`config.mk`:
```
export PLATFORM = sky130hd
export DESIGN_NAME = estimulador_controladora
export DESIGN_NICKNAME = d
export VERILOG_FILES = /design/src/rtl/estimulador_controladora.sv
export SDC_FILE = /design/constraint.sdc
export NUM_CORES = 1
export LEC_CHECK = 0
export CORE_UTILIZATION = 45
export CTS_CLUSTER_DIAMETER = 150
export DETAILED_ROUTE_END_ITERATION = 6
export PLACE_DENSITY = 0.72
export SLEW_MARGIN = 40
export SYNTH_ARGS = -nofsm -noshare
export SYNTH_HDL_FRONTEND = slang
export SYNTH_SLANG_ARGS = --single-unit
```
`constraint.sdc`:
```
create_clock -name clk -period 2.7 [get_ports clk]
set_input_delay 0.675 -clock clk [delete_from_list [all_inputs] [get_ports clk]]
set_output_delay 0.675 -clock clk [all_outputs]
set_load 0.02 [all_outputs]
```
`src/rtl/estimulador_controladora.sv`:
```
// estimulador_controladora
// Stimulus generator that exercises a controller under test. It emulates a
// push-button or an IR sensor press of programmable length. After release it
// waits a settle time, then checks whether the controller led changed state
// as expected. Each command ends with an idle gap before the next is accepted.
//
// Ports
//   clk                single clock, rising edge
//   rst                synchronous reset, active low (0 = reset)
//   cmd_valid/ready    command handshake; cmd_ready is high only in IDLE
//   cmd_target         0 = push_button, 1 = infravermelho
//   cmd_dur            press length in cycles (0 = no press)
//   cmd_expect_toggle  1 = led is expected to change during the command
//   led_in             controller led under observation
//   push_button        emulated button line (registered)
//   infravermelho      emulated IR sensor line (registered)
//   done               one-cycle pulse marking the check cycle
//   pass               check verdict, qualified by done
module estimulador_controladora #(
  parameter int DUR_W        = 14,
  parameter int SAMPLE_DELAY = 5,
  parameter int GAP_CYCLES   = 16
) (
  input  logic             clk,
  input  logic             rst,
  input  logic             cmd_valid,
  output logic             cmd_ready,
  input  logic             cmd_target,
  input  logic [DUR_W-1:0] cmd_dur,
  input  logic             cmd_expect_toggle,
  input  logic             led_in,
  output logic             push_button,
  output logic             infravermelho,
  output logic             done,
  output logic             pass
);

  // The phase counter serves both SETTLE and GAP; it is loaded with
  // length-1, so it needs enough bits for the larger of the two minus one.
  localparam int PH_MAX = (SAMPLE_DELAY > GAP_CYCLES) ? SAMPLE_DELAY : GAP_CYCLES;
  localparam int PH_W   = (PH_MAX < 2) ? 1 : $clog2(PH_MAX);

  typedef enum logic [2:0] {
    IDLE,
    PRESS,
    SETTLE,
    CHECK,
    GAP
  } state_t;

  state_t           state_q;
  logic [DUR_W-1:0] dur_q;
  logic [PH_W-1:0]  ph_q;
  logic             target_q;
  logic             expect_q;
  logic             led_before_q;
  logic             push_q;
  logic             ir_q;
  logic             done_q;

  always_ff @(posedge clk) begin
    if (!rst) begin
      state_q      <= IDLE;
      dur_q        <= '0;
      ph_q         <= '0;
      target_q     <= 1'b0;
      expect_q     <= 1'b0;
      led_before_q <= 1'b0;
      push_q       <= 1'b0;
      ir_q         <= 1'b0;
      done_q       <= 1'b0;
    end else begin
      done_q <= 1'b0;
      case (state_q)
        IDLE: begin
          if (cmd_valid) begin
            target_q     <= cmd_target;
            expect_q     <= cmd_expect_toggle;
            led_before_q <= led_in;
            if (cmd_dur != '0) begin
              // Line rises together with the state change so it is high
              // from the first cycle after the handshake.
              dur_q   <= cmd_dur;
              push_q  <= ~cmd_target;
              ir_q    <= cmd_target;
              state_q <= PRESS;
            end else begin
              dur_q   <= '0;
              ph_q    <= PH_W'(SAMPLE_DELAY - 1);
              state_q <= SETTLE;
            end
          end
        end

        PRESS: begin
          // dur_q holds the number of high cycles still to go including
          // the current one, so release when it reaches 1; never wraps.
          if (dur_q == DUR_W'(1)) begin
            push_q  <= 1'b0;
            ir_q    <= 1'b0;
            dur_q   <= '0;
            ph_q    <= PH_W'(SAMPLE_DELAY - 1);
            state_q <= SETTLE;
          end else begin
            push_q <= ~target_q;
            ir_q   <= target_q;
            dur_q  <= dur_q - DUR_W'(1);
          end
        end

        SETTLE: begin
          if (ph_q == '0) begin
            done_q  <= 1'b1;
            state_q <= CHECK;
          end else begin
            ph_q <= ph_q - PH_W'(1);
          end
        end

        CHECK: begin
          ph_q    <= PH_W'(GAP_CYCLES - 1);
          state_q <= GAP;
        end

        GAP: begin
          if (ph_q == '0) begin
            state_q <= IDLE;
          end else begin
            ph_q <= ph_q - PH_W'(1);
          end
        end

        default: begin
          push_q  <= 1'b0;
          ir_q    <= 1'b0;
          state_q <= IDLE;
        end
      endcase
    end
  end

  assign cmd_ready     = (state_q == IDLE) && rst;
  assign push_button   = push_q;
  assign infravermelho = ir_q;
  assign done          = done_q;
  // The verdict must reflect led_in during the check cycle itself, so it is
  // formed from the live input, gated by the registered done pulse.
  assign pass = done_q & (((led_in ^ led_before_q)) == expect_q);

endmodule

```
==> flow_summary.ini <==
[logic_synthesis]
post_synth.cell_area_avg_um2 = 8.180
synth_edf_count = 0
synth_top_family_by_area = simple AND/OR/NAND/NOR gates
synth_commonest_cells = dfxtp_1 (27), nand2_1 (21), nor2_1 (19), o21ai_0 (19), a21oi_1 (12)
ys.flop_type = dfxtp_1
ys_warn_count = 0
synth-simple-area-share_pct = 28.10
synth.distinct_cells = 60
synth_compound_area_share_pct = 27.22
synth-xor-area-share_pct = 2.358
synthCells = 227
syn-cell-area_um2 = 1857
async_flop_share_pct = 0
ys_seq_elements = 27
synth_top_area_share_pct = 29.11
synth_largest_area_cell = dfxtp_1
synth_area_leaders = dfxtp_1 (29%), o21ai_0 (5.1%), nand2_1 (4.2%)
yosysSeqAreaShare_pct = 29.11
synth_most_common_cell = dfxtp_1
syn_nets = 251
synthAdderAreaFrac_pct = 2.695
synthMuxAreaShare_pct = 2.763

[setup_path]
critical_path_class = primary input to output port
rr_endpoint = state_q[0]
cp_data_required_time_ns = 2.03
worstPathArrival_ns = 1.93
ff2ff_setup_slack_ns = 0.48
end_kind = output port
rr_worst_depth = 6
cp-start-kind = primary input
cp_max_fo = 2
rr_startpoint = dur_q[0]

[floorplan]
die_h_um = 66.24
fp.dieW_um = 66.24
fp.dieArea_um2 = 4387
rows = 22
start_util_pct = 48.88
core-area_um2 = 3799
io_pins = 25

[flow_run]
maxCapViolCount = 0

[placement]
dp_hpwl_um = 3123
place_inst = 293
port_buffers = 24
gp_congestion = 0.8893

[grt]
overflow = 0
first_global_vias = 1600
antenna_found_initial = 0
grt_use_total_pct = 22.35
grt_max_degree = 32
grt_pass1_wl_um = 7569

[hold_path]
hold_end = push_button
min_from = push_button
whs_path_depth = 2
hp-class = flop to flop

[timing]
drv_slew = 0
fin_crit_sh_pct = 96.43
fin_skew_ns = 0.002052
final-setup-viol-count = 0
timing.final.crit_period_ns = 2.604
max-slew-margin-rel_pct = 65.04
hold_slack_ns = 0.4686
rsz0062_at_grt = no
worst_pin_slew_ns = 0.5171
fmax_ghz = 0.3841
hold_viol = 0

[clocking]
clock_path_buffers = 2
worst_skew_pair.late_latency_ns = 0.28
cts.sinks = 27
clk_pin_slew_ns = 0.10
htree_num_levels = 1
postCtsHoldBufs = 0
tritoncts = done
root_buffer = clkbuf_8
cts_buffers = 3
postCtsSetupRepairBufs = 0

[cells_and_area]
instances_no_fill = 297
nets = 274
insertedDiodeCount = 0
fillers = 382
drive_above_1_share_pct = 11.24
syn_to_final_growth_pct = 16.37

[detailed_routing]
finalWirelength_um = 4407
drcViolationCount = 0
ant_nets = 0
vias = 1775
post_drt_via_cell_ratio = 5.976
drt-wirelength-per-cell_um = 14.84
drt-initial-drc-count = 93
first_pass_iters = 5

[status]
status = complete, no violations

[power_and_ir_drop]
ir_drop_mv = 0.4423
p_leak_nw = 0.8419
power_density_nw_per_um2 = 1211
## through the flow
step / utilization (%) / area, µm² / power [mW] / setup slack [ns] / setup TNS, ns
2_1_floorplan: - / 1857 / 2.029 / 0.7037 / 0
3_3_place_gp: 55.57 / 2111 / 2.337 / -0.1775 / -0.1775
3_5_place_dp: 55.57 / 2111 / 2.360 / -0.1734 / -0.1734
4_1_cts: 56.82 / 2158 / 2.620 / 0.02900 / 0
5_1_grt: 56.88 / 2161 / 2.847 / 0.05515 / 0
6_report: 56.88 / 2161 / 2.617 / 0.09637 / 0
## cells in the final DEF, fill, tap and decap left out, types with 2 or more instances in the layout
cell type / instances
dfxtp_1: 27
clkdlybuf4s50_1: 22
nand2_1: 21
nor2_1: 19
o21ai_0: 19
a21oi_1: 12
nor2b_1: 10
buf_4: 10
nor4_1: 7
inv_1: 6
and2_1: 6
nand3_1: 5
xnor2_1: 4
mux2i_1: 4
nor3_1: 4
o21a_1: 4
a31oi_1: 4
ha_1: 4
a22oi_1: 3
a32o_1: 3
o211a_1: 3
o221a_2: 3
clkbuf_8: 3
nor3_4: 2
o22ai_1: 2
nor3b_1: 2
o21ai_1: 2
o41ai_1: 2
a31o_2: 2
a21boi_0: 2
o31ai_1: 2
o221ai_1: 2
## critical path, cell delays in order
cell             delay [ns]
clkdlybuf4s50_1        0.49
xor2_1                 0.18
xnor2_1                0.13
and2_1                 0.13
dlygate4sd2_1          0.32
## how the worst max path moves through the flow
stage,startpoint,to,slack (ns),depth (start not counted)
2_1_floorplan,cmd_dur[0],ph_q[0],0.70,5
3_3_place_gp,led_in,pass,-0.18,5
3_5_place_dp,led_in,pass,-0.17,5
4_1_cts,state_q[1],cmd_ready,0.03,4
5_1_grt,led_in,pass,0.06,5
6_report,led_in,pass,0.1,5
## sequential cells by signal, summed over array words and instances (netlist names)
register / count
dur_q: 14
push_button: 1
led_before_q: 1
ph_q: 4
state_q: 3
expect_q: 1
target_q: 1
infravermelho: 1
done: 1
## where the power goes
| group | switching, mW | total, mW | internal [mW] |
|---|---|---|---|
| registers | 0.212 | 0.763 | 0.551 |
| logic | 0.887 | 1.60 | 0.718 |
| clock network | 0.144 | 0.250 | 0.105 |
## timing repair
action | CTS | global route
pin swaps | 0 | 0
setup endpoints to repair | 1 | 1
gates cloned | 0 | 0
resized for setup | 1 | 1
## layer usage
| metal | routed length (µm) | track usage [%] | vias up |
|---|---|---|---|
| met4 | 30 | 7.447 | 0 |
| li1 | - | - | 885 |
| met5 | 0 | 0 | - |
| met3 | 335 | 2.586 | 4 |
| met1 | 2141 | 33.68 | 826 |
| met2 | 1900 | 32.27 | 60 |
## area by class of cell
type | instances | area, µm² | share of cell area (%)
Timing Repair Buffer | 34 | 316.6 | 14.65
Clock buffer | 3 | 41.29 | 1.911
Clock inverter | 1 | 7.507 | 0.3474
Tap cell | 48 | 60.06 | 2.779
Inverter | 6 | 22.52 | 1.042
Sequential cell | 27 | 540.5 | 25.01
Multi-Input combinational cell | 178 | 1172 | 54.26
## cells by family after synthesis
| logic type | after synthesis |
|---|---|
| simple gates | 91 |
| compound gates | 73 |
| flops | 27 |
| buf+inv | 22 |
| xor+xnor | 5 |
| mux | 5 |
| fa+ha+maj | 4 |
(Power assumes the default switching activity.)
